<file path="config.mk">
export PLATFORM = sky130hd
export DESIGN_NAME = output_port
export DESIGN_NICKNAME = d
export VERILOG_FILES = /design/src/rtl/output_port.sv
export SDC_FILE = /design/constraint.sdc
export NUM_CORES = 1
export LEC_CHECK = 0
export ABC_AREA = 0
export BUFFER_PORTS_ARGS = -buffer_cell sky130_fd_sc_hd__buf_2
export CORE_MARGIN = 3
export CORE_UTILIZATION = 47
export DETAILED_ROUTE_END_ITERATION = 7
export PLACE_DENSITY = 0.76
export SKIP_LAST_GASP = 1
export SLEW_MARGIN = 20
export SYNTH_ARGS = -nofsm -noshare
export SYNTH_HDL_FRONTEND = slang
export SYNTH_SLANG_ARGS = --single-unit
</file>
<file path="constraint.sdc">
create_clock -name clk -period 2.3 [get_ports clk]
set_input_delay 0.115 -clock clk [delete_from_list [all_inputs] [get_ports clk]]
set_output_delay 0.115 -clock clk [all_outputs]
set_load 0.01 [all_outputs]
</file>
<file path="src/rtl/output_port.sv">
// Router output-port link controller: registers crossbar flits onto the link and tracks
// per-VC downstream occupancy (IDLE/RESERVED/ACTIVE/DRAIN) plus registered on/off flow control.
package noc_params;
    localparam int VC_NUM  = 4;
    localparam int VC_SIZE = 3;
    localparam int DATA_W  = 16;

    typedef enum logic [1:0] {
        HEAD     = 2'd0,
        BODY     = 2'd1,
        TAIL     = 2'd2,
        HEADTAIL = 2'd3
    } flit_label_t;

    typedef struct packed {
        flit_label_t          flit_label;
        logic [VC_SIZE-1:0]   vc_id;
        logic [DATA_W-1:0]    data;
    } flit_t;
endpackage

module output_port
    import noc_params::*;
#(
    parameter int DRAIN_CYCLES = 2
) (
    input  logic               clk,
    input  logic               rst,
    input  flit_t              flit_i,
    input  logic               valid_i,
    input  logic [VC_NUM-1:0]  vc_reserve_i,
    input  logic [VC_NUM-1:0]  on_off_i,
    input  logic [VC_NUM-1:0]  vc_allocatable_i,
    output flit_t              data_o,
    output logic               valid_flit_o,
    output logic [VC_NUM-1:0]  vc_available_o,
    output logic [VC_NUM-1:0]  vc_ready_o,
    output logic               error_o
);
    localparam int CNT_W    = $clog2(DRAIN_CYCLES + 1);
    localparam int VC_IDX_W = $clog2(VC_NUM);
    localparam logic [VC_SIZE-1:0] VC_LIMIT = VC_SIZE'(VC_NUM);

    typedef enum logic [1:0] {IDLE, RESERVED, ACTIVE, DRAIN} vc_state_t;

    vc_state_t         r_state [VC_NUM];
    logic [CNT_W-1:0]  r_cnt   [VC_NUM];
    logic [VC_NUM-1:0] r_on_q;

    logic                w_id_ok;
    logic [VC_IDX_W-1:0] w_vc;
    logic                w_accept;
    logic                w_flit_err;
    logic                w_res_err;
    vc_state_t           w_flit_next;

    always_comb begin
        for (int v = 0; v < VC_NUM; v++) begin
            vc_ready_o[v]     = ((r_state[v] == RESERVED) || (r_state[v] == ACTIVE)) && r_on_q[v];
            vc_available_o[v] = (r_state[v] == IDLE);
        end
    end

    assign w_id_ok   = (flit_i.vc_id < VC_LIMIT);
    assign w_vc      = flit_i.vc_id[VC_IDX_W-1:0];
    // A reserve is only legal against a VC that is IDLE before this edge.
    assign w_res_err = |(vc_reserve_i & ~vc_available_o);

    always_comb begin
        w_accept    = 1'b0;
        w_flit_err  = 1'b0;
        w_flit_next = IDLE;
        if (valid_i) begin
            if (!w_id_ok || !vc_ready_o[w_vc]) begin
                w_flit_err = 1'b1;
            end else begin
                case (r_state[w_vc])
                    RESERVED: begin
                        if (flit_i.flit_label == HEAD) begin
                            w_accept    = 1'b1;
                            w_flit_next = ACTIVE;
                        end else if (flit_i.flit_label == HEADTAIL) begin
                            w_accept    = 1'b1;
                            w_flit_next = DRAIN;
                        end else begin
                            w_flit_err = 1'b1;
                        end
                    end
                    ACTIVE: begin
                        if (flit_i.flit_label == BODY) begin
                            w_accept    = 1'b1;
                            w_flit_next = ACTIVE;
                        end else if (flit_i.flit_label == TAIL) begin
                            w_accept    = 1'b1;
                            w_flit_next = DRAIN;
                        end else begin
                            w_flit_err = 1'b1;
                        end
                    end
                    default: w_flit_err = 1'b1;
                endcase
            end
        end
    end

    always_ff @(posedge clk or posedge rst) begin
        if (rst) begin
            for (int v = 0; v < VC_NUM; v++) begin
                r_state[v] <= IDLE;
                r_cnt[v]   <= '0;
            end
            r_on_q       <= '0;
            data_o       <= '0;
            valid_flit_o <= 1'b0;
            error_o      <= 1'b0;
        end else begin
            r_on_q       <= on_off_i;
            valid_flit_o <= w_accept;
            if (w_accept) begin
                data_o <= flit_i;
            end
            if (w_flit_err || w_res_err) begin
                error_o <= 1'b1;
            end
            for (int v = 0; v < VC_NUM; v++) begin
                case (r_state[v])
                    IDLE: begin
                        if (vc_reserve_i[v]) begin
                            r_state[v] <= RESERVED;
                        end
                    end
                    RESERVED, ACTIVE: begin
                        if (w_accept && (w_vc == VC_IDX_W'(v))) begin
                            r_state[v] <= w_flit_next;
                            if (w_flit_next == DRAIN) begin
                                r_cnt[v] <= CNT_W'(DRAIN_CYCLES);
                            end
                        end
                    end
                    default: begin
                        // Hold off until the downstream allocatable bit is no longer stale.
                        if (r_cnt[v] != '0) begin
                            r_cnt[v] <= r_cnt[v] - 1'b1;
                        end else if (vc_allocatable_i[v]) begin
                            r_state[v] <= IDLE;
                        end
                    end
                endcase
            end
        end
    end
endmodule

</file>
==> results of run 1 <==
[cell families after synthesis]
group / Yosys count / synth area share [%]
adder cells (fa/ha/maj): 16 / 8.06
flip-flops: 43 / 43.3
AND/OR/NAND/NOR: 65 / 16.4
AO/OA/AOI/OAI: 40 / 10.8
buffers and inverters: 38 / 6.75
multiplexers: 31 / 14.7
[critical path: stages (launching register included)]
cell	delay, ns
dfrtp_1	0.39
mux4_2	0.50
inv_2	0.09
ha_4	0.21
or3b_4	0.41
nor2_4	0.18
nand2_4	0.09
buf_12	0.15
mux2_4	0.29
[layer usage]
metal	track usage (%)	wire, um	up-vias
li1	-	-	1032
met1	27.3	2580	1017
met2	35.1	2940	101
met3	6.24	557	18
met4	7.87	184	0
met5	0	0	-
[state kept, by name (all words and copies together) (netlist names)]
| register | cells |
|---|---|
| r_cnt | 8 |
| data_o | 21 |
| valid_flit_o | 1 |
| error_o | 1 |
| r_state | 8 |
| r_on_q | 4 |
[path summary, 6_finish.rpt]
kind | slack, ns | cells past startpoint | endpoint | startpoint
worst max-delay path | -0.13 | 8 | data_o[13] | r_state[0]
worst min-delay path | 0.04 | 2 | data_o[3] | flit_i[3]
worst max register to register | -0.13 | 8 | data_o[13] | r_state[0]
worst min register to register | 0.47 | 1 | error_o | error_o
max in group asynchronous | 1.48 | 4 | r_cnt[0] | rst
min in group asynchronous | 0.26 | 3 | data_o[3] | rst
[area by class of cell]
cell class                 count  area [um^2]  area share (%)
multi-input combinational    152         1310            39.3
sequential                    43         1080            32.4
timing repair buffer         101          636            19.1
tap                           67         83.8            2.52
clock inverter                 2         37.5            1.13
clock buffer                   5         68.8            2.07
inverter                      31          116            3.50
[timing repair]
action / 4_1_cts / 5_1_grt
gates resized for setup: 4 / 4
endpoints found under the setup margin: 33 / 37
hold endpoints to repair: 8 / 0
hold buffers: 5 / 0
setup buffers: 4 / 3
pin swaps: 7 / 2
cloned: 0 / 1
[through the flow]
| stage | worst slack [ns] | total power, mW | cell area (um^2) | instances | TNS [ns] |
|---|---|---|---|---|---|
| floorplan | -0.0582 | 1.80 | 2510 | 233 | -0.713 |
| global placement | -0.144 | 2.14 | 3040 | 381 | -2.35 |
| detailed placement | -0.189 | 2.19 | 3040 | 381 | -3.63 |
| CTS | -0.112 | 2.84 | 3250 | 397 | -2.09 |
| global route | -0.175 | 3.08 | 3320 | 401 | -4.79 |
| finish | -0.127 | 2.86 | 3320 | 401 | -3.13 |
[power breakdown]
part	switching (mW)	internal [mW]
logic	0.638	0.599
registers	0.101	0.939
clock network	0.271	0.318
total	1.01	1.86
[placed cells by master (no fill, tap or decap), types with 2 or more instances in the layout]
cell type and count:
a21oi_1 9, a22o_1 2, a31o_2 2, a31oi_1 5
and2_1 5, buf_2 66, buf_4 28, clkbuf_8 5
dfrtp_1 43, dlygate4sd3_1 5, ha_1 15, inv_1 30
mux2_2 23, mux2i_1 5, mux4_2 2, nand2_1 9
nand3_1 4, nand3b_1 3, nand4_1 5, nand4b_4 2
nor2_1 16, nor3_1 4, nor4_2 2, o21ai_0 7
o22ai_1 5, o31ai_1 2, or4_1 3
==> results.toml, run 1 <==
[timing]
fin_ws_ns = -0.127
min_period_ns = 2.43
worst_slew_pin_slew_ns = 0.413
final-hold-violation-count = 0
fmax_ghz = 0.412
report.final.slew_viol_count = 0
slew_headroom_pct = 72.5
setup_viol = 32
period_share_pct = 106
whs_ns = 0.0379
skew_ns = 0.00946
rsz0062_at_grt = "yes"

[clocking]
cts_buffer_depth = 2
cts_tree = "done"
cts_sinks = 43
cts-root-buf = "clkbuf_8"
clk_pin_slew_ns = 0.09
h-tree-depth = 2
cts_made_buffers = 5
clk_latency_ns = 0.30

[die]
core_area_um2 = 4910
pin_count = 67
dieArea_um2 = 6190
die_x_um = 78.7
rows = 25
start_util_pct = 50.6
die-height_um = 78.7

[critical_path]
path_class = "reg -> reg"
worst_setup_path_start_kind = "flip-flop"
critPathCaptureType = "flip-flop"
critPathArrivalTime_ns = 2.61
crit_required_ns = 2.49
critPathMaxFanout = 11

[power_and_ir_drop]
power_density_nw_per_um2 = 862
p_leak_nw = 1.70
vdd_ir_drop_max_mv = 0.629

[grt]
antenna_found_initial = 0
grt_max_degree = 24
grt_pass1_vias = 2227
grt_overflow_total = 0
grt_pass1_wl_mm = 10.4
track_usage_pct = 21.6

[place]
place.gp.congestion = 0.892
hpwl_mm = 4.56
portBuffers = 66

[logic_synthesis]
netlist_instances = 233
synth_most_common_cell = "dfrtp_1"
synth_top_area_cell = "dfrtp_1"
synthTopCellsByCount = "43 x dfrtp_1, 31 x inv_1, 23 x mux2_2, 16 x ha_1, 16 x nor2_1"
synth.area.top_cells = "dfrtp_1 43%, mux2_2 10%, ha_1 8.1%, inv_1 4.7%, nor2_1 2.4%"
ys_seq_area_share_pct = 43.3
synth-edff-count = 0
synth_nets = 285
yosysUniqueCellTypes = 45
synthesis.area_um2 = 2480
yosysTopAreaCellShare_pct = 43.3
ys.flop_type = "dfrtp_1"
ys_async_sr_fraction_pct = 100
syn_avg_cell_area_um2 = 10.7
synth-seq-cells = 43
yosysWarnings = 0

[detailed_routing]
avgRoutedWirePerCell_um = 15.6
drt_iter0_markers = 84
via_per_inst = 5.41
vias = 2168
ant_nets = 0
drc = 0
drt_pass1_iterations = 4
routed_wl_mm = 6.26

[layout]
antenna_cells = 0
fin_nets = 386
syn2layout_area_growth_pct = 33.8
nFillCells = 382
drive_gt1_share_pct = 44.3
fin_util_pct = 67.7

[worst_hold_path]
hold_class = "in -> reg"

[run]
cap_violations = 0

[run_status]
failed_checks = "negative setup slack"
status = "finished with violations"
No activity file was read; power rests on OpenSTA's default activity.
==> run 2, diff against run 1 <==
CTS_CLUSTER_DIAMETER = 40   (was default)
REMOVE_ABC_BUFFERS = 1   (was default)
==> results.toml, run 2 (synthesized netlist as in run 1, its figures left out) <==
[run_status]
status = "finished with violations"
failed_checks = "negative setup slack"

[critical_path]
path_depth = 8
cp_cell_sequence = "mux4_2, inv_2, ha_4, or3b_4, nor2_4, buf_4, a31oi_1, mux2_2"
crit_family = "multiplexers"
slowest_stage = "mux4_2"
ff2ff_setup_slack_ns = -0.16
critical_path.startpoint = "r_state[2]"
path_class = "reg -> reg"
crit_end = "r_state[6]"
rr_startpoint = "r_state[2]"
critical_path_buf_inv_count = 2
worst_setup_path_start_kind = "flip-flop"
crit_required_ns = 2.49
critPathCaptureType = "flip-flop"
critPathArrivalTime_ns = 2.66
reg2reg_depth = 8
r2r_end = "r_state[6]"
critPathMaxFanout = 4
slowest_delay_ns = 0.50

[detailed_routing]
ant_nets = 0
vias = 2147
avgRoutedWirePerCell_um = 15.1
drt_pass1_iterations = 4
via_per_inst = 5.31
drt_iter0_markers = 93
routed_wl_mm = 6.10
drc = 0

[layout]
reg_top3 = "data_o: 21 flops, r_cnt: 8 flops, r_state: 8 flops"
fin_nets = 388
nFillCells = 367
mostFrequentLayoutCell = "buf_2"
stdcell_count = 404
largest_register = "data_o"
largest_register_ffs = 21
final_cell_mix = "66 x buf_2, 43 x dfrtp_1, 30 x inv_1, 26 x buf_4, 23 x mux2_2"
drive_gt1_share_pct = 47.8
syn2layout_area_growth_pct = 37.4
antenna_cells = 0

[die]
pin_count = 67
dieArea_um2 = 6190
die-height_um = 78.7
core_area_um2 = 4910
rows = 25
start_util_pct = 50.6
die_x_um = 78.7

[timing]
worst_slew_pin_slew_ns = 0.542
final-hold-violation-count = 0
fin_setup_tns_ns = -4.22
setup_viol = 34
skew_ns = 0.00755
fin_ws_ns = -0.164
report.final.slew_viol_count = 0
min_period_ns = 2.46
fmax_ghz = 0.406
rsz0062_at_grt = "yes"
slew_headroom_pct = 63.9
period_share_pct = 107

[place]
place.gp.congestion = 0.870
hpwl_mm = 4.37
place_ws_ns = -0.234
portBuffers = 66
place_inst = 384

[power_and_ir_drop]
vdd_ir_drop_max_mv = 0.556
power_density_nw_per_um2 = 842
p_leak_nw = 1.73

[grt]
track_usage_pct = 20.4
grt_overflow_total = 0
grt_pass1_vias = 2107
grt_max_degree = 44
antenna_found_initial = 0
grt_pass1_wl_mm = 10.0

[clocking]
h-tree-depth = 2
cts_buffer_depth = 2
clk_pin_slew_ns = 0.09
clk_latency_ns = 0.30
cts_tree = "done"
cts-root-buf = "clkbuf_8"
cts_made_buffers = 5
cts_sinks = 43

[run]
cap_violations = 0

[worst_hold_path]
hold_class = "in -> reg"
hold_depth = 2
-- run 2: metrics by stage --
stage | total power, mW | hold WS, ns | utilization [%] | area [um^2]
after floorplan | 1.76 | 0.146 | - | 2430
after global placement | 2.12 | 0.224 | 62.3 | 3060
after detailed placement | 2.17 | 0.224 | 62.3 | 3060
after CTS | 2.78 | 0.0320 | 66.9 | 3290
after global routing | 3.08 | 0.0304 | 69.5 | 3410
final | 2.88 | 0.0459 | 69.5 | 3410
-- run 2: final cells by class --
class                   count  area (um^2)  area share, %
clock buffers               6         82.6           2.42
inverters                  31          116           3.41
clock inverters             2         16.3          0.477
repair buffers            103          669           19.6
multi-input cells         152         1370           40.1
flip-flops and latches     43         1080           31.5
well taps                  67         83.8           2.46
-- run 2: how the worst min path moves through the flow --
stage | start | end
2_1_floorplan | on_off_i[0] | r_on_q[0]
3_3_place_gp | on_off_i[3] | r_on_q[3]
3_5_place_dp | on_off_i[0] | r_on_q[0]
4_1_cts | flit_i[8] | data_o[8]
5_1_grt | flit_i[9] | data_o[9]
6_report | flit_i[6] | data_o[6]
-- run 2: power breakdown --
group	total, mW	internal [mW]	switching [mW]
registers	1.04	0.939	0.105
logic	1.30	0.648	0.657
clock network	0.527	0.245	0.282
total	2.88	1.83	1.04
-- run 2: routing by layer --
| layer | wire length (um) | part of all wire [%] | GRT usage [%] | up-vias |
|---|---|---|---|---|
| met3 | 473 | 7.8 | 6.12 | 9 |
| met4 | 93 | 1.5 | 5.59 | 0 |
| li1 | - | - | - | 1039 |
| met5 | 0 | 0 | 0 | - |
| met2 | 2870 | 47 | 32.8 | 74 |
| met1 | 2660 | 44 | 26.8 | 1025 |
-- run 2: timing repair --
| action | CTS | global route |
|---|---|---|
| pin swaps | 6 | 13 |
| setup buffers | 2 | 5 |
| hold buffers | 5 | 0 |
| resized for setup | 13 | 17 |
| setup endpoints to repair | 36 | 37 |
| hold endpoints to repair | 47 | 0 |
| gates cloned | 0 | 0 |
==> run 3, diff against run 2 <==
CORE_UTILIZATION = 49   (was 47)
CTS_BUF_LIST = sky130_fd_sc_hd__clkbuf_8   (was default)
PLACE_DENSITY = 0.78   (was 0.76)
==> results.toml, run 3 (synthesized netlist as in run 1, its figures left out) <==
[worst_hold_path]
hold_class = "in -> reg"
whs_endpoint = "data_o[13]"
hold_depth = 2
min_from = "flit_i[13]"

[detailed_routing]
avgRoutedWirePerCell_um = 15.2
drt_iter0_markers = 133
routed_wl_mm = 6.09
drc = 0
ant_nets = 0
via_per_inst = 5.36
vias = 2142
drt_pass1_iterations = 4

[critical_path]
r2r_end = "data_o[13]"
path_class = "reg -> reg"
crit_required_ns = 2.49
critPathCaptureType = "flip-flop"
critPathArrivalTime_ns = 2.60
rr_startpoint = "r_state[1]"
worst_setup_path_start_kind = "flip-flop"
ff2ff_setup_slack_ns = -0.12
critPathMaxFanout = 22
reg2reg_depth = 7

[die]
start_util_pct = 51.6
die-height_um = 77.2
pin_count = 67
core_area_um2 = 4820
die_x_um = 77.2
rows = 25
dieArea_um2 = 5960

[place]
portBuffers = 66
place_inst = 381
place.gp.congestion = 0.935
place_ws_ns = -0.211
hpwl_mm = 4.47

[grt]
antenna_found_initial = 0
grt_max_degree = 44
grt_pass1_wl_mm = 10.1
grt_pass1_vias = 2164
grt_overflow_total = 0
track_usage_pct = 21.5

[clocking]
cts_buffer_depth = 2
cts_made_buffers = 5
clk_latency_ns = 0.30
clk_pin_slew_ns = 0.09
cts_sinks = 43
cts_tree = "done"
h-tree-depth = 2
cts-root-buf = "clkbuf_8"

[layout]
mostFrequentLayoutCell = "buf_2"
antenna_cells = 0
final_cell_mix = "66 x buf_2, 43 x dfrtp_1, 31 x inv_1, 27 x buf_4, 23 x mux2_2"
largest_register_ffs = 21
fin_nets = 384
stdcell_count = 400
reg_top3 = "data_o: 21 flops, r_cnt: 8 flops, r_state: 8 flops"
syn2layout_area_growth_pct = 34.1
largest_register = "data_o"
drive_gt1_share_pct = 44.4

[power_and_ir_drop]
power_density_nw_per_um2 = 892
intPower_mw = 1.97
combinationalPowerShare_pct = 41.7
pwr-share-clk_pct = 23.4
sw_frac_of_total_pct = 33.8
vdd_ir_drop_max_mv = 0.592
power.switching_mw = 1.00
p_leak_nw = 1.69
seqPwrFrac_pct = 35.0

[timing]
fin_ws_ns = -0.116
min_period_ns = 2.42
final-hold-violation-count = 0
setup_viol = 31
slew_headroom_pct = 63.0
fin_setup_tns_ns = -2.11
rsz0062_at_grt = "yes"
period_share_pct = 105
skew_ns = 0.00745
fmax_ghz = 0.414
report.final.slew_viol_count = 0
worst_slew_pin_slew_ns = 0.555

[run_status]
status = "finished with violations"
failed_checks = "negative setup slack"

[run]
cap_violations = 0
run 3: layer usage:
metal  GRT usage (%)  up-vias  share of wire (%)
li1                -     1024                  -
met1            27.7      994                 43
met2            33.3      103                 45
met3            6.81       21                9.6
met4            9.25        0                2.6
met5               0        -                  0
run 3: metrics by stage:
stage               util (%)  hold slack (ns)  area, um^2  total power, mW
floorplan                  -            0.146        2430             1.76
global placement        62.8            0.224        3020             2.14
detailed placement      62.8            0.224        3020             2.18
CTS                     67.6           0.0178        3250             2.91
global route            69.1           0.0272        3330             3.16
finish                  69.1           0.0222        3330             2.97
run 3: area by class of cell:
type / count / area [um^2]
clock buffers: 5 / 68.8
clock inverters: 3 / 63.8
fillers: 384 / 1490
inverters: 31 / 116
multi-input cells: 152 / 1320
flip-flops and latches: 43 / 1080
well taps: 67 / 83.8
repair buffers: 99 / 603
run 3: power by group through the flow:
| stage | Sequential [mW] | Clock [mW] | Combinational (mW) |
|---|---|---|---|
| after global routing | 1.06 | 0.739 | 1.37 |
| final | 1.04 | 0.694 | 1.24 |
| after detailed placement | 1.05 | 0 | 1.13 |
| after global placement | 1.04 | 0 | 1.10 |
| after CTS | 1.04 | 0.706 | 1.17 |
| after floorplan | 1.10 | 0 | 0.654 |
run 3: critical path, cell delays in order (launching register included):
cell and delay (ns):
dfrtp_1 0.41, mux4_2 0.53, ha_4 0.26, or3b_4 0.42, nor2_4 0.14, nand2_2 0.08, buf_12 0.16, mux2_1 0.31
run 3: how the worst max path moves through the flow:
| stage | slack (ns) | end | startpoint | cells after the start |
|---|---|---|---|---|
| 6_report | -0.12 | data_o[13] | r_state[1] | 7 |
| 5_1_grt | -0.17 | data_o[13] | r_state[1] | 7 |
| 3_5_place_dp | -0.21 | r_state[5] | r_state[1] | 6 |
| 4_1_cts | -0.09 | data_o[13] | r_state[1] | 7 |
| 2_1_floorplan | -0.18 | data_o[13] | r_state[0] | 7 |
| 3_3_place_gp | -0.12 | r_state[5] | r_state[0] | 7 |
run 3: repair_timing:
item	in CTS	in global routing
pin swaps	3	7
gates resized for setup	4	11
setup buffers	3	3
endpoints found under the hold margin	47	0
hold buffers	5	0
endpoints found under the setup margin	34	37
